File: src/rtl/matrix_op_sequencer_if.sv
// Command, response and shared-databus signals between a host and the matrix op sequencer.
// The host/environment side uses master, the sequencer uses slave.
interface matrix_op_sequencer_if #(
    parameter int DATA_W = 256,
    parameter int UNITS  = 4
);
    logic              cmd_valid;
    logic              cmd_ready;
    logic [1:0]        cmd_unit;
    logic [DATA_W-1:0] cmd_operand;

    logic              rsp_valid;
    logic              rsp_ready;
    logic [DATA_W-1:0] rsp_data;
    logic [1:0]        rsp_status;

    logic [DATA_W-1:0] bus_out;
    logic              bus_oe;
    logic [DATA_W-1:0] bus_in;

    logic [UNITS-1:0]  unit_sel;
    logic              unit_rw;
    logic              unit_en;
    logic              unit_done;

    modport master (
        output cmd_valid, cmd_unit, cmd_operand, rsp_ready, bus_in, unit_done,
        input  cmd_ready, rsp_valid, rsp_data, rsp_status,
        input  bus_out, bus_oe, unit_sel, unit_rw, unit_en
    );

    modport slave (
        input  cmd_valid, cmd_unit, cmd_operand, rsp_ready, bus_in, unit_done,
        output cmd_ready, rsp_valid, rsp_data, rsp_status,
        output bus_out, bus_oe, unit_sel, unit_rw, unit_en
    );
endinterface

File: src/rtl/matrix_op_sequencer.sv
// Sequences one command at a time through a shared-databus matrix unit: load operand, wait for done, return result.
// Optional READ watchdog: define MATSEQ_TIMEOUT_EN to return status 10 after TIMEOUT_CYCLES READ cycles.
//
//   state   | meaning
//   --------+-----------------------------------------------------------
//   S_IDLE  | ready for a command; bad unit index goes straight to S_RESP
//   S_WRITE | one cycle driving the operand onto the bus, unit loads it
//   S_READ  | unit drives its result; wait for unit_done
//   S_RESP  | hold response until rsp_ready
module matrix_op_sequencer #(
    parameter int DATA_W         = 256,
    parameter int UNITS          = 4,
    parameter int TIMEOUT_CYCLES = 16
) (
    input  logic                   clk,
    input  logic                   reset_l,
    matrix_op_sequencer_if.slave   mif,
    output logic                   busy_o,
    output logic [15:0]            op_count_o
);

    typedef enum logic [1:0] {
        S_IDLE,
        S_WRITE,
        S_READ,
        S_RESP
    } state_t;

    localparam logic [1:0] ST_OK  = 2'b00;
    localparam logic [1:0] ST_BAD = 2'b01;

    state_t            state_q;
    logic              cmd_ready_q;
    logic              rsp_valid_q;
    logic [DATA_W-1:0] rsp_data_q;
    logic [1:0]        rsp_status_q;
    logic              bus_oe_q;
    logic [DATA_W-1:0] bus_out_q;
    logic [UNITS-1:0]  unit_sel_q;
    logic              unit_rw_q;
    logic              unit_en_q;
    logic              busy_q;
    logic [15:0]       op_count_q;

    logic [UNITS-1:0]  unit_sel_d;
    logic              bad_unit_d;

`ifdef MATSEQ_TIMEOUT_EN
    localparam int         TMO_W  = $clog2(TIMEOUT_CYCLES + 1);
    localparam logic [1:0] ST_TMO = 2'b10;
    logic [TMO_W-1:0] tmo_cnt_q;
`else
    // Without the watchdog the limit has no effect; keep the parameter referenced.
    if (TIMEOUT_CYCLES < 1) begin : g_tmo_unused
    end
`endif

    // An index with no matching select line is a bad unit.
    always_comb begin
        unit_sel_d = '0;
        bad_unit_d = 1'b1;
        for (int i = 0; i < UNITS; i++) begin
            if (mif.cmd_unit == 2'(i)) begin
                unit_sel_d[i] = 1'b1;
                bad_unit_d    = 1'b0;
            end
        end
    end

    always_ff @(posedge clk or negedge reset_l) begin
        if (!reset_l) begin
            state_q      <= S_IDLE;
            cmd_ready_q  <= 1'b0;
            rsp_valid_q  <= 1'b0;
            rsp_data_q   <= '0;
            rsp_status_q <= ST_OK;
            bus_oe_q     <= 1'b0;
            bus_out_q    <= '0;
            unit_sel_q   <= '0;
            unit_rw_q    <= 1'b0;
            unit_en_q    <= 1'b0;
            busy_q       <= 1'b0;
            op_count_q   <= '0;
`ifdef MATSEQ_TIMEOUT_EN
            tmo_cnt_q    <= '0;
`endif
        end else begin
            case (state_q)
                S_IDLE: begin
                    if (mif.cmd_valid && cmd_ready_q) begin
                        cmd_ready_q <= 1'b0;
                        busy_q      <= 1'b1;
                        if (bad_unit_d) begin
                            state_q      <= S_RESP;
                            rsp_valid_q  <= 1'b1;
                            rsp_data_q   <= '0;
                            rsp_status_q <= ST_BAD;
                        end else begin
                            state_q    <= S_WRITE;
                            bus_oe_q   <= 1'b1;
                            bus_out_q  <= mif.cmd_operand;
                            unit_sel_q <= unit_sel_d;
                            unit_rw_q  <= 1'b1;
                            unit_en_q  <= 1'b1;
                        end
                    end else begin
                        cmd_ready_q <= 1'b1;
                    end
                end
                S_WRITE: begin
                    state_q   <= S_READ;
                    bus_oe_q  <= 1'b0;
                    bus_out_q <= '0;
                    unit_rw_q <= 1'b0;
`ifdef MATSEQ_TIMEOUT_EN
                    tmo_cnt_q <= '0;
`endif
                end
                S_READ: begin
                    // x/z on unit_done evaluates false here, so only a clean 1 completes.
                    if (mif.unit_done) begin
                        state_q      <= S_RESP;
                        rsp_valid_q  <= 1'b1;
                        rsp_data_q   <= mif.bus_in;
                        rsp_status_q <= ST_OK;
                        unit_sel_q   <= '0;
                        unit_en_q    <= 1'b0;
                    end
`ifdef MATSEQ_TIMEOUT_EN
                    else if (tmo_cnt_q == TMO_W'(TIMEOUT_CYCLES - 1)) begin
                        state_q      <= S_RESP;
                        rsp_valid_q  <= 1'b1;
                        rsp_data_q   <= '0;
                        rsp_status_q <= ST_TMO;
                        unit_sel_q   <= '0;
                        unit_en_q    <= 1'b0;
                    end else begin
                        tmo_cnt_q <= tmo_cnt_q + 1'b1;
                    end
`endif
                end
                S_RESP: begin
                    if (mif.rsp_ready) begin
                        state_q     <= S_IDLE;
                        rsp_valid_q <= 1'b0;
                        busy_q      <= 1'b0;
                        cmd_ready_q <= 1'b1;
                        if (rsp_status_q == ST_OK) begin
                            op_count_q <= op_count_q + 16'd1;
                        end
                    end
                end
                default: state_q <= S_IDLE;
            endcase
        end
    end

    assign mif.cmd_ready  = cmd_ready_q;
    assign mif.rsp_valid  = rsp_valid_q;
    assign mif.rsp_data   = rsp_data_q;
    assign mif.rsp_status = rsp_status_q;
    assign mif.bus_oe     = bus_oe_q;
    assign mif.bus_out    = bus_out_q;
    assign mif.unit_sel   = unit_sel_q;
    assign mif.unit_rw    = unit_rw_q;
    assign mif.unit_en    = unit_en_q;
    assign busy_o         = busy_q;
    assign op_count_o     = op_count_q;

endmodule

File: src/flat_wrapper.sv
// flat-port wrapper written by rule: the top's interface ports become plain ports
module matrix_op_sequencer_flat 
#(
    parameter int DATA_W         = 256,
    parameter int UNITS          = 4,
    parameter int TIMEOUT_CYCLES = 16
)
  (clk, reset_l, busy_o, op_count_o, mif_cmd_valid, mif_cmd_unit, mif_cmd_operand, mif_rsp_ready, mif_bus_in, mif_unit_done, mif_cmd_ready, mif_rsp_valid, mif_rsp_data, mif_rsp_status, mif_bus_out, mif_bus_oe, mif_unit_sel, mif_unit_rw, mif_unit_en);
  matrix_op_sequencer_if #(.DATA_W(DATA_W), .UNITS(UNITS)) mif_i ();
  input  logic clk;
  input  logic reset_l;
  output logic busy_o;
  output logic [15:0] op_count_o;
  input wire logic [$bits(mif_i.cmd_valid)-1:0] mif_cmd_valid;
  input wire logic [$bits(mif_i.cmd_unit)-1:0] mif_cmd_unit;
  input wire logic [$bits(mif_i.cmd_operand)-1:0] mif_cmd_operand;
  input wire logic [$bits(mif_i.rsp_ready)-1:0] mif_rsp_ready;
  input wire logic [$bits(mif_i.bus_in)-1:0] mif_bus_in;
  input wire logic [$bits(mif_i.unit_done)-1:0] mif_unit_done;
  output wire logic [$bits(mif_i.cmd_ready)-1:0] mif_cmd_ready;
  output wire logic [$bits(mif_i.rsp_valid)-1:0] mif_rsp_valid;
  output wire logic [$bits(mif_i.rsp_data)-1:0] mif_rsp_data;
  output wire logic [$bits(mif_i.rsp_status)-1:0] mif_rsp_status;
  output wire logic [$bits(mif_i.bus_out)-1:0] mif_bus_out;
  output wire logic [$bits(mif_i.bus_oe)-1:0] mif_bus_oe;
  output wire logic [$bits(mif_i.unit_sel)-1:0] mif_unit_sel;
  output wire logic [$bits(mif_i.unit_rw)-1:0] mif_unit_rw;
  output wire logic [$bits(mif_i.unit_en)-1:0] mif_unit_en;
  assign mif_i.cmd_valid = mif_cmd_valid;
  assign mif_i.cmd_unit = mif_cmd_unit;
  assign mif_i.cmd_operand = mif_cmd_operand;
  assign mif_i.rsp_ready = mif_rsp_ready;
  assign mif_i.bus_in = mif_bus_in;
  assign mif_i.unit_done = mif_unit_done;
  assign mif_cmd_ready = mif_i.cmd_ready;
  assign mif_rsp_valid = mif_i.rsp_valid;
  assign mif_rsp_data = mif_i.rsp_data;
  assign mif_rsp_status = mif_i.rsp_status;
  assign mif_bus_out = mif_i.bus_out;
  assign mif_bus_oe = mif_i.bus_oe;
  assign mif_unit_sel = mif_i.unit_sel;
  assign mif_unit_rw = mif_i.unit_rw;
  assign mif_unit_en = mif_i.unit_en;
  matrix_op_sequencer #(.DATA_W(DATA_W), .UNITS(UNITS), .TIMEOUT_CYCLES(TIMEOUT_CYCLES)) u_core (.clk(clk), .reset_l(reset_l), .mif(mif_i), .busy_o(busy_o), .op_count_o(op_count_o));
endmodule
File: config.mk
export PLATFORM = sky130hd
export DESIGN_NAME = matrix_op_sequencer_flat
export DESIGN_NICKNAME = d
export VERILOG_FILES = /design/src/rtl/matrix_op_sequencer_if.sv /design/src/rtl/matrix_op_sequencer.sv /design/src/flat_wrapper.sv
export SDC_FILE = /design/constraint.sdc
export NUM_CORES = 1
export LEC_CHECK = 0
export BUFFER_PORTS_ARGS = -buffer_cell sky130_fd_sc_hd__buf_4
export CAP_MARGIN = 20
export CORE_AREA = 3 3 410 412
export CTS_CLUSTER_DIAMETER = 100
export CTS_CLUSTER_SIZE = 20
export DETAILED_ROUTE_END_ITERATION = 10
export DIE_AREA = 0 0 413 415
export SLEW_MARGIN = 20
export SYNTH_ARGS = -nofsm -noshare
export SYNTH_HDL_FRONTEND = slang
export SYNTH_SLANG_ARGS = --single-unit
File: constraint.sdc
create_clock -name clk -period 3.1 [get_ports clk]
set_input_delay 0.93 -clock clk [delete_from_list [all_inputs] [get_ports clk]]
set_output_delay 0.93 -clock clk [all_outputs]
set_load 0.02 [all_outputs]
==> metrics.yaml, run 1 <==
run_status: "finished, final reports clean"
fp-row-count: 149
start_util_pct: 13.2
htree_num_levels: 2
crit_fanout: 28
final_layout_size_suffix_gt1_share_pct: 50.4
max-vdd-ir-drop_uv: 685
grt_pass1_vias: 17800
core_area_sq_um: 165000
antenna_left: 0
hold_viol_final: 0
dieHeight_um: 415
grt_pass1_wl_um: 146000
cp-start-kind: "flip-flop"
finalSetupViolations: 0
yosysSeqAreaShare_pct: 62.3
ctsResizeCount: 0
arrival_ns: 2.90
highest-signal-layer: "met5"
vias: 17000
globalplace.congestion: 0.848
drt_wl_total_um: 108000
slew-limit-headroom_pct: 55.0
worstReg2RegEnd: "u_core.mif.rsp_data[143]$_DFFE_PN0P_"
final_max_slew_viol_count: 0
period_share_pct: 77.9
synth_top_family_by_area: "multiplexers"
cp-end-kind: "flip-flop"
muxShareOfSynthArea_pct: 13.5
wl_met2_um: 53600
yosys.area.top_type: "dfrtp_1"
worst_slew_pin_slew_ns: 0.675
fin_area_sq_um: 33200
clk_latency_ns: 0.61
ys_types: 34
ys.warnings.count: 0
die_x_um: 413
hold_path_class: "primary input to asynchronous set/reset pin"
met1_length_um: 41600
drtIter0Drc: 910
drc_errors: 0
layout_common_cells: "buf_4 (1,084), dfrtp_1 (540), nand2_1 (265)"
final_common_cell: "buf_4"
wl_per_cell_um: 21.6
hold_buffers: 0
cts.sinks: 540
whs_ns: 0.294
clk_transition_reported_paths_ns: 0.09
synth_adder_area_share_pct: 0.346
min_period_ns: 2.41
dr.pass1.iters: 4
synth-simple-area-share_pct: 12.8
post-synth-top-area-fraction_pct: 62.3
dieArea_sq_um: 171000
antenna_found_initial: 32
grt_overflow: 0
synth-seq-cells: 540
fin_skew_ns: 0.0405
setup_tns_ns: 0
root_buffer: "clkbuf_16"
syn_area_sq_um: 21700
dpl_cell_area_sq_um: 32100
wl_met3_um: 10600
cp_data_required_time_ns: 3.59
timing.rr.start: "u_core.state_q[1]$_DFFE_PN0P_"
final_nets: 3315
io_buffers: 1057
criticalPathCategory: "flip-flop to flip-flop"
maxCapViolations: 0
syn_to_final_growth_pct: 53.3
r2r_slack_ns: 0.69
p_per_area_nw_per_um2: 1100
grt_use_total_pct: 12.1
cts_inserted_buffers: 37
via_per_inst: 3.40
syn-num-nets: 2293
power.leakage_uw: 0.0157
grt_max_degree: 157
rsz0062_at_grt: "false"
synth_cells: 1768
pin_count: 1059
r2r_cells: 6
synth_area_per_cell_sq_um: 12.3
dp_hpwl_um: 90700
synth_compound_area_share_pct: 6.44
synthTopCellsByArea: "dfrtp_1 (62%), mux2_2 (13%), nand2b_1 (7.4%)"
cts_buffer_depth: 3
tritoncts: "yes"
synthXorXnorAreaFrac_pct: 0.606
cts_setup_buffers: 0
timing.fmax_ghz: 0.414
## cell usage after synthesis
master / n
and4b_1: 1
mux2i_1: 2
mux2_2: 258
buf_4: 3
buf_6: 42
and4_1: 2
a21oi_1: 1
xor2_1: 9
and2_1: 1
o21ai_1: 155
a32o_1: 2
and3b_1: 1
a21o_1: 1
clkbuf_2: 17
nand4_1: 5
buf_2: 16
a22o_1: 3
inv_1: 6
and3_1: 2
nor2_1: 9
ha_1: 6
dfrtp_1: 540
o21ai_0: 107
nand2b_1: 258
buf_8: 2
conb_1: 1
nor3_1: 2
a21boi_4: 1
clkbuf_1: 37
nand3_1: 4
nand3_2: 2
xnor2_1: 6
o211ai_1: 1
nand2_1: 265
## how the worst max path moves through the flow
stage,end,from,slack [ns],depth (start not counted)
floorplan,u_core.mif.bus_out[20]$_DFFE_PN0P_,mif_cmd_valid,1.21,7
global placement,u_core.mif.bus_out[232]$_DFFE_PN0P_,mif_cmd_valid,0.74,6
detailed placement,u_core.mif.bus_out[240]$_DFFE_PN0P_,mif_cmd_valid,0.69,6
CTS,u_core.mif.rsp_data[117]$_DFFE_PN0P_,u_core.state_q[1]$_DFFE_PN0P_,0.64,6
global route,u_core.mif.rsp_data[109]$_DFFE_PN0P_,u_core.state_q[0]$_DFFE_PN0P_,0.53,6
finish,u_core.mif.rsp_data[143]$_DFFE_PN0P_,u_core.state_q[1]$_DFFE_PN0P_,0.69,6
## area by class of cell
cell class | instances | area [sq um]
Sequential cell | 540 | 13500
Multi-Input combinational cell | 1105 | 7330
Fill cell | 18100 | 132000
Timing Repair Buffer | 1100 | 8450
Tap cell | 2189 | 2740
Clock inverter | 12 | 191
Antenna cell | 13 | 32.5
Inverter | 6 | 22.5
Clock buffer | 39 | 955
## metrics by stage
| stage | util [%] | cells | total power [uW] | setup WS (ns) |
|---|---|---|---|---|
| global placement | 19.5 | 4940 | 31500 | 0.743 |
| global route | 20.2 | 4996 | 38800 | 0.532 |
| CTS | 20.1 | 4991 | 37300 | 0.641 |
| detailed placement | 19.5 | 4940 | 31800 | 0.689 |
| floorplan | - | 1768 | 22400 | 1.21 |
| finish | 20.2 | 5004 | 36500 | 0.685 |
## report_power, final
group	switching, uW	internal [uW]	total (uW)
logic	11200	7810	19000
registers	1930	10300	12200
clock network	2790	2450	5240
## layer usage
metal  vias up  track usage, %
met1      8447            13.8
met4        18            2.94
met2       571            20.9
li1       7899               -
met5         -               0
met3        92            4.97
## state kept, by name, indices dropped and copies added, names as in the netlist
signal,cells
u_core.mif.bus_out,256
u_core.mif.rsp_data,256
u_core.op_count_o,16
u_core.mif.unit_sel,4
u_core.state_q,2
u_core.busy_o,1
u_core.mif.cmd_ready,1
u_core.mif.rsp_status,1
u_core.mif.rsp_valid,1
u_core.mif.unit_en,1
u_core.mif.unit_rw,1
## cells by family after synthesis
family / after synthesis
flops: 540
compound gates: 271
simple gates: 552
xor+xnor: 15
fa+ha+maj: 6
mux: 260
other cells: 1
buf+inv: 123
## worst max-delay path: stages, from the launching register on
cell and delay [ns]:
dfrtp_1 0.41, inv_1 0.15, ha_1 0.35, inv_1 0.20, nand3_4 0.31, buf_4 0.44, mux2_2 0.39
No activity file was read; power rests on OpenSTA's default activity.
==> run 2: changes to the inputs <==
- CORE_AREA: 3 3 410 412 -> 3 3 415 417
- DIE_AREA: 0 0 413 415 -> 0 0 418 420
- clock period: 3.1 -> 2.2 ns (I/O delays scaled with it)
==> run 2 against run 1 <==
Effect of this change: global-route usage decreased by 1.4 points; wire length decreased by 7.2%; die area increased by 2.4%; first-iteration DRC count decreased by 9.2%; combinational power increased by 40%; count of clock-buffer cells in the layout increased by 3; highest routed layer unchanged.
==> metrics.yaml, run 2 (synthesis gave the netlist of run 1 again) <==
timing.fmax_ghz: 0.491
cts_inserted_buffers: 39
hold_viol_final: 0
final_common_cell: "buf_4"
clk_transition_reported_paths_ns: 0.09
fin_util_pct: 20.0
run_status: "finished, final reports clean"
cp-end-kind: "flip-flop"
finalSetupViolations: 0
grt_use_total_pct: 10.7
dp_hpwl_um: 82800
hold_path_class: "primary input to flip-flop"
final_layout_size_suffix_gt1_share_pct: 51.0
grt_pass1_wl_um: 135000
wl_per_cell_um: 19.8
cp_data_required_time_ns: 2.69
setup_tns_ns: 0
preCtsSetupSlack_ns: 0.129
grt_pass1_vias: 17300
start_util_pct: 12.8
dieHeight_um: 420
globalplace.congestion: 0.858
fp-row-count: 151
via_per_inst: 3.31
slew-limit-headroom_pct: 58.2
antenna_left: 0
final_max_slew_viol_count: 0
syn_to_final_growth_pct: 56.0
power.total_uw: 51600
max-vdd-ir-drop_uv: 905
period_share_pct: 92.5
htree_num_levels: 2
p_per_area_nw_per_um2: 1520
pin_count: 1059
layout_common_cells: "buf_4 (1,091), dfrtp_1 (540), nand2_1 (265)"
rsz0062_at_grt: "false"
io_buffers: 1057
arrival_ns: 2.52
die_x_um: 418
fill_cells: 18500
cp-start-kind: "flip-flop"
dr.pass1.iters: 5
worst_slew_pin_slew_ns: 0.624
root_buffer: "clkbuf_16"
cts_buffer_depth: 3
final_nets: 3344
tritoncts: "yes"
drc_errors: 0
maxCapViolations: 0
fin_skew_ns: 0.0375
grt_max_degree: 99
drtIter0Drc: 826
cts_setup_buffers: 0
vias: 16800
cts.sinks: 540
drt_wl_total_um: 100000
criticalPathCategory: "flip-flop to flip-flop"
setup_slack_ns: 0.164
crit_fanout: 54
clk_latency_ns: 0.63
dieArea_sq_um: 176000
core_area_sq_um: 169000
power.leakage_uw: 0.0160
min_period_ns: 2.04
antenna_found_initial: 33
grt_overflow: 0
[run 2: changes by cell type in the layout (fill, tap and decap cells not counted), moves of 2 or more]
cell,change
inv_12,+3
clkbuf_16,+4
inv_6,-2
clkinv_2,+2
buf_4,+7
buf_12,+16
[run 2: what timing repair did]
| item | 4_1_cts | 5_1_grt |
|---|---|---|
| setup endpoints to repair | 0 | 27 |
| hold endpoints to repair | 18 | 0 |
| resized for setup | 0 | 3 |
| hold buffers | 1 | 0 |
[run 2: report_power, final]
part           switching [uW]  leakage [uW]  internal, uW
combinational           15100       0.00867         11500
clock                    4030      0.000604          3640
sequential               2830       0.00672         14500
[run 2: final cells by class]
type                    instances  area (sq um)  share of cell area, %
diodes                         14          35.0                  0.104
inverters                       6          22.5                 0.0666
clock buffers                  42          1040                   3.08
repair buffers               1127          8900                   26.3
clock inverters                13           190                  0.563
flip-flops and latches        540         13500                   40.0
multi-input cells            1105          7330                   21.7
well taps                    2218          2780                   8.21
[run 2: per-stage QoR]
| stage | std cells | hold WS, ns | area [sq um] |
|---|---|---|---|
| finish | 5065 | 0.243 | 33800 |
| global route | 5060 | 0.172 | 33800 |
| CTS | 5050 | 0.157 | 33700 |
| detailed placement | 4994 | 0.464 | 32500 |
| global placement | 4994 | 0.464 | 32500 |
| floorplan | 1768 | 0.364 | 21700 |
[run 2: per-layer routing]
layer	global-route usage [%]	share of wire, %
met1	12.4	39
met5	0	0.048
met2	18.3	51
met3	4.14	8.0
met4	3.03	2.1
[run 2: critical path, stage by stage (launching register included)]
cell	delay (ns)
dfrtp_1	0.38
inv_1	0.13
ha_2	0.26
inv_1	0.12
a21boi_4	0.25
buf_12	0.28
buf_12	0.26
o21ai_0	0.14
[run 2: path summary, 6_finish.rpt]
path | start | endpoint | slack [ns] | depth (start not counted)
max | u_core.state_q[0]$_DFFE_PN0P_ | u_core.mif.bus_out[221]$_DFFE_PN0P_ | 0.16 | 7
min | mif_bus_in[194] | u_core.mif.rsp_data[194]$_DFFE_PN0P_ | 0.24 | 2
max reg2reg | u_core.state_q[0]$_DFFE_PN0P_ | u_core.mif.bus_out[221]$_DFFE_PN0P_ | 0.16 | 7
min reg2reg | u_core.op_count_o[15]$_DFFE_PN0P_ | u_core.op_count_o[15]$_DFFE_PN0P_ | 0.49 | 1
max in group asynchronous | reset_l | u_core.mif.rsp_data[192]$_DFFE_PN0P_ | 0.83 | 4
min in group asynchronous | reset_l | u_core.mif.rsp_data[217]$_DFFE_PN0P_ | 0.50 | 2
==> run 3: changes to the inputs <==
- PLACE_DENSITY: default -> 0.43
- SKIP_LAST_GASP: default -> 1
==> run 3 against run 2 <==
Effect of this change: flip-flop and latch count unchanged; die area stayed put; critical path depth is the same; register-to-register slack got worse by 0.10 ns; non-clock buffer count grew 17; maximum frequency decreased by 4.9%; clock power shrank 1%; total power fell by 0.61%; sequential power about the same; global-route usage shrank 0.071 points; wire length fell by 1.5%.
==> metrics.yaml, run 3 (synthesis gave the netlist of run 1 again) <==
run_status: "finished, final reports clean"
cp-start-kind: "flip-flop"
pin_count: 1059
final_max_slew_viol_count: 0
final_nets: 3360
cts_inserted_buffers: 38
die_x_um: 418
clk_latency_ns: 0.60
criticalPathCategory: "flip-flop to flip-flop"
wl_met3_um: 6640
final_common_cell: "buf_4"
r2r_slack_ns: 0.06
setup_tns_ns: 0
hold_end: "u_core.mif.rsp_data[187]$_DFFE_PN0P_"
slew-limit-headroom_pct: 61.3
grt_overflow: 0
r2r_cells: 7
crit_top_cell: "inv_1"
antenna_left: 0
cpPeakStageDelay_ns: 0.38
fin_skew_ns: 0.0264
arrival_ns: 2.63
placed_cells: 5012
hold_path_class: "primary input to flip-flop"
fp-row-count: 151
worstReg2RegEnd: "u_core.mif.rsp_data[110]$_DFFE_PN0P_"
cts.sinks: 540
path_buf_inv: 4
hp-start: "mif_bus_in[187]"
met1_length_um: 40100
start_util_pct: 12.8
timing.rr.start: "u_core.state_q[0]$_DFFE_PN0P_"
maxCapViolations: 0
clk_transition_reported_paths_ns: 0.09
antenna_found_initial: 17
cp_data_required_time_ns: 2.69
period_share_pct: 97.3
vias: 16800
path_cells: "inv_1 > ha_1 > inv_1 > nand3_4 > buf_12 > buf_16 > mux2_2"
cts_buffer_depth: 3
via_per_inst: 3.30
wl_met2_um: 49700
dr.pass1.iters: 4
wl_per_cell_um: 19.4
grt_pass1_vias: 17400
grt_max_degree: 62
grt_pass1_wl_um: 135000
final_layout_size_suffix_gt1_share_pct: 51.2
fin_cells: 5083
dp_hpwl_um: 80600
htree_num_levels: 2
max-vdd-ir-drop_uv: 553
dieArea_sq_um: 176000
timing.fmax_ghz: 0.467
min_period_ns: 2.14
grt_use_total_pct: 10.6
io_buffers: 1057
drc_errors: 0
globalplace.congestion: 0.795
power.leakage_uw: 0.0160
hold_viol_final: 0
whs_path_depth: 2
critPathSlowestCell: "dfrtp_1"
rsz0062_at_grt: "true"
drtIter0Drc: 690
highest-signal-layer: "met5"
finalSetupViolations: 0
layout_common_cells: "buf_4 (1,114), dfrtp_1 (540), nand2_1 (265)"
root_buffer: "clkbuf_16"
syn_to_final_growth_pct: 55.9
cp-end-kind: "flip-flop"
tritoncts: "yes"
worst_slew_pin_slew_ns: 0.581
crit_fanout: 42
dieHeight_um: 420
critPathTopFamily: "buffers and inverters"
p_per_area_nw_per_um2: 1520
fill_cells: 18600
core_area_sq_um: 169000
drt_wl_total_um: 98800
## run 3: area by class of cell
type,count,area (sq um),share of cell area [%]
Multi-Input combinational cell,1105,7330,21.7
Timing Repair Buffer,1144,8950,26.5
Antenna cell,14,35.0,0.104
Sequential cell,540,13500,40.0
Clock inverter,14,178,0.526
Inverter,6,22.5,0.0666
Clock buffer,42,997,2.95
Tap cell,2218,2780,8.21
## run 3: per-stage QoR
step / total power, uW / hold WS, ns / worst slack (ns) / utilization [%] / area (sq um)
floorplan: 31600 / 0.364 / 0.449 / - / 21700
global placement: 44200 / 0.463 / 0.0238 / 19.3 / 32600
detailed placement: 44400 / 0.457 / 0.0605 / 19.3 / 32600
CTS: 52300 / 0.198 / 0.0317 / 20.0 / 33800
global route: 54800 / 0.207 / -0.0206 / 20.0 / 33800
finish: 51200 / 0.277 / 0.0602 / 20.0 / 33800
## run 3: power breakdown
group          switching (uW)  leakage [uW]  internal (uW)
clock network            4110      0.000576           3480
registers                2730       0.00672          14500
logic                   14800       0.00872          11700
total                   21600        0.0160          29600
## run 3: what timing repair did
action	in CTS	in global routing
buffers inserted	0	0
gates resized for setup	0	2
hold endpoints to repair	13	0
setup endpoints to repair	0	57
hold buffers	1	0
## run 3: worst max path at each step
stage / start / endpoint / cells after the start
3_3_place_gp: u_core.state_q[0]$_DFFE_PN0P_ / u_core.mif.rsp_data[182]$_DFFE_PN0P_ / 7
6_report: u_core.state_q[0]$_DFFE_PN0P_ / u_core.mif.rsp_data[110]$_DFFE_PN0P_ / 7
2_1_floorplan: u_core.state_q[0]$_DFFE_PN0P_ / u_core.mif.rsp_data[100]$_DFFE_PN0P_ / 8
5_1_grt: u_core.state_q[0]$_DFFE_PN0P_ / u_core.mif.rsp_data[155]$_DFFE_PN0P_ / 7
3_5_place_dp: u_core.state_q[0]$_DFFE_PN0P_ / u_core.mif.rsp_data[211]$_DFFE_PN0P_ / 7
4_1_cts: u_core.state_q[0]$_DFFE_PN0P_ / u_core.mif.rsp_data[211]$_DFFE_PN0P_ / 7
## run 3: metal layers
layer / track usage [%] / vias to the layer above
met2: 18.2 / 461
met4: 2.97 / 2
met3: 2.98 / 89
met1: 13.0 / 8208
li1: - / 8009
met5: 0 / -
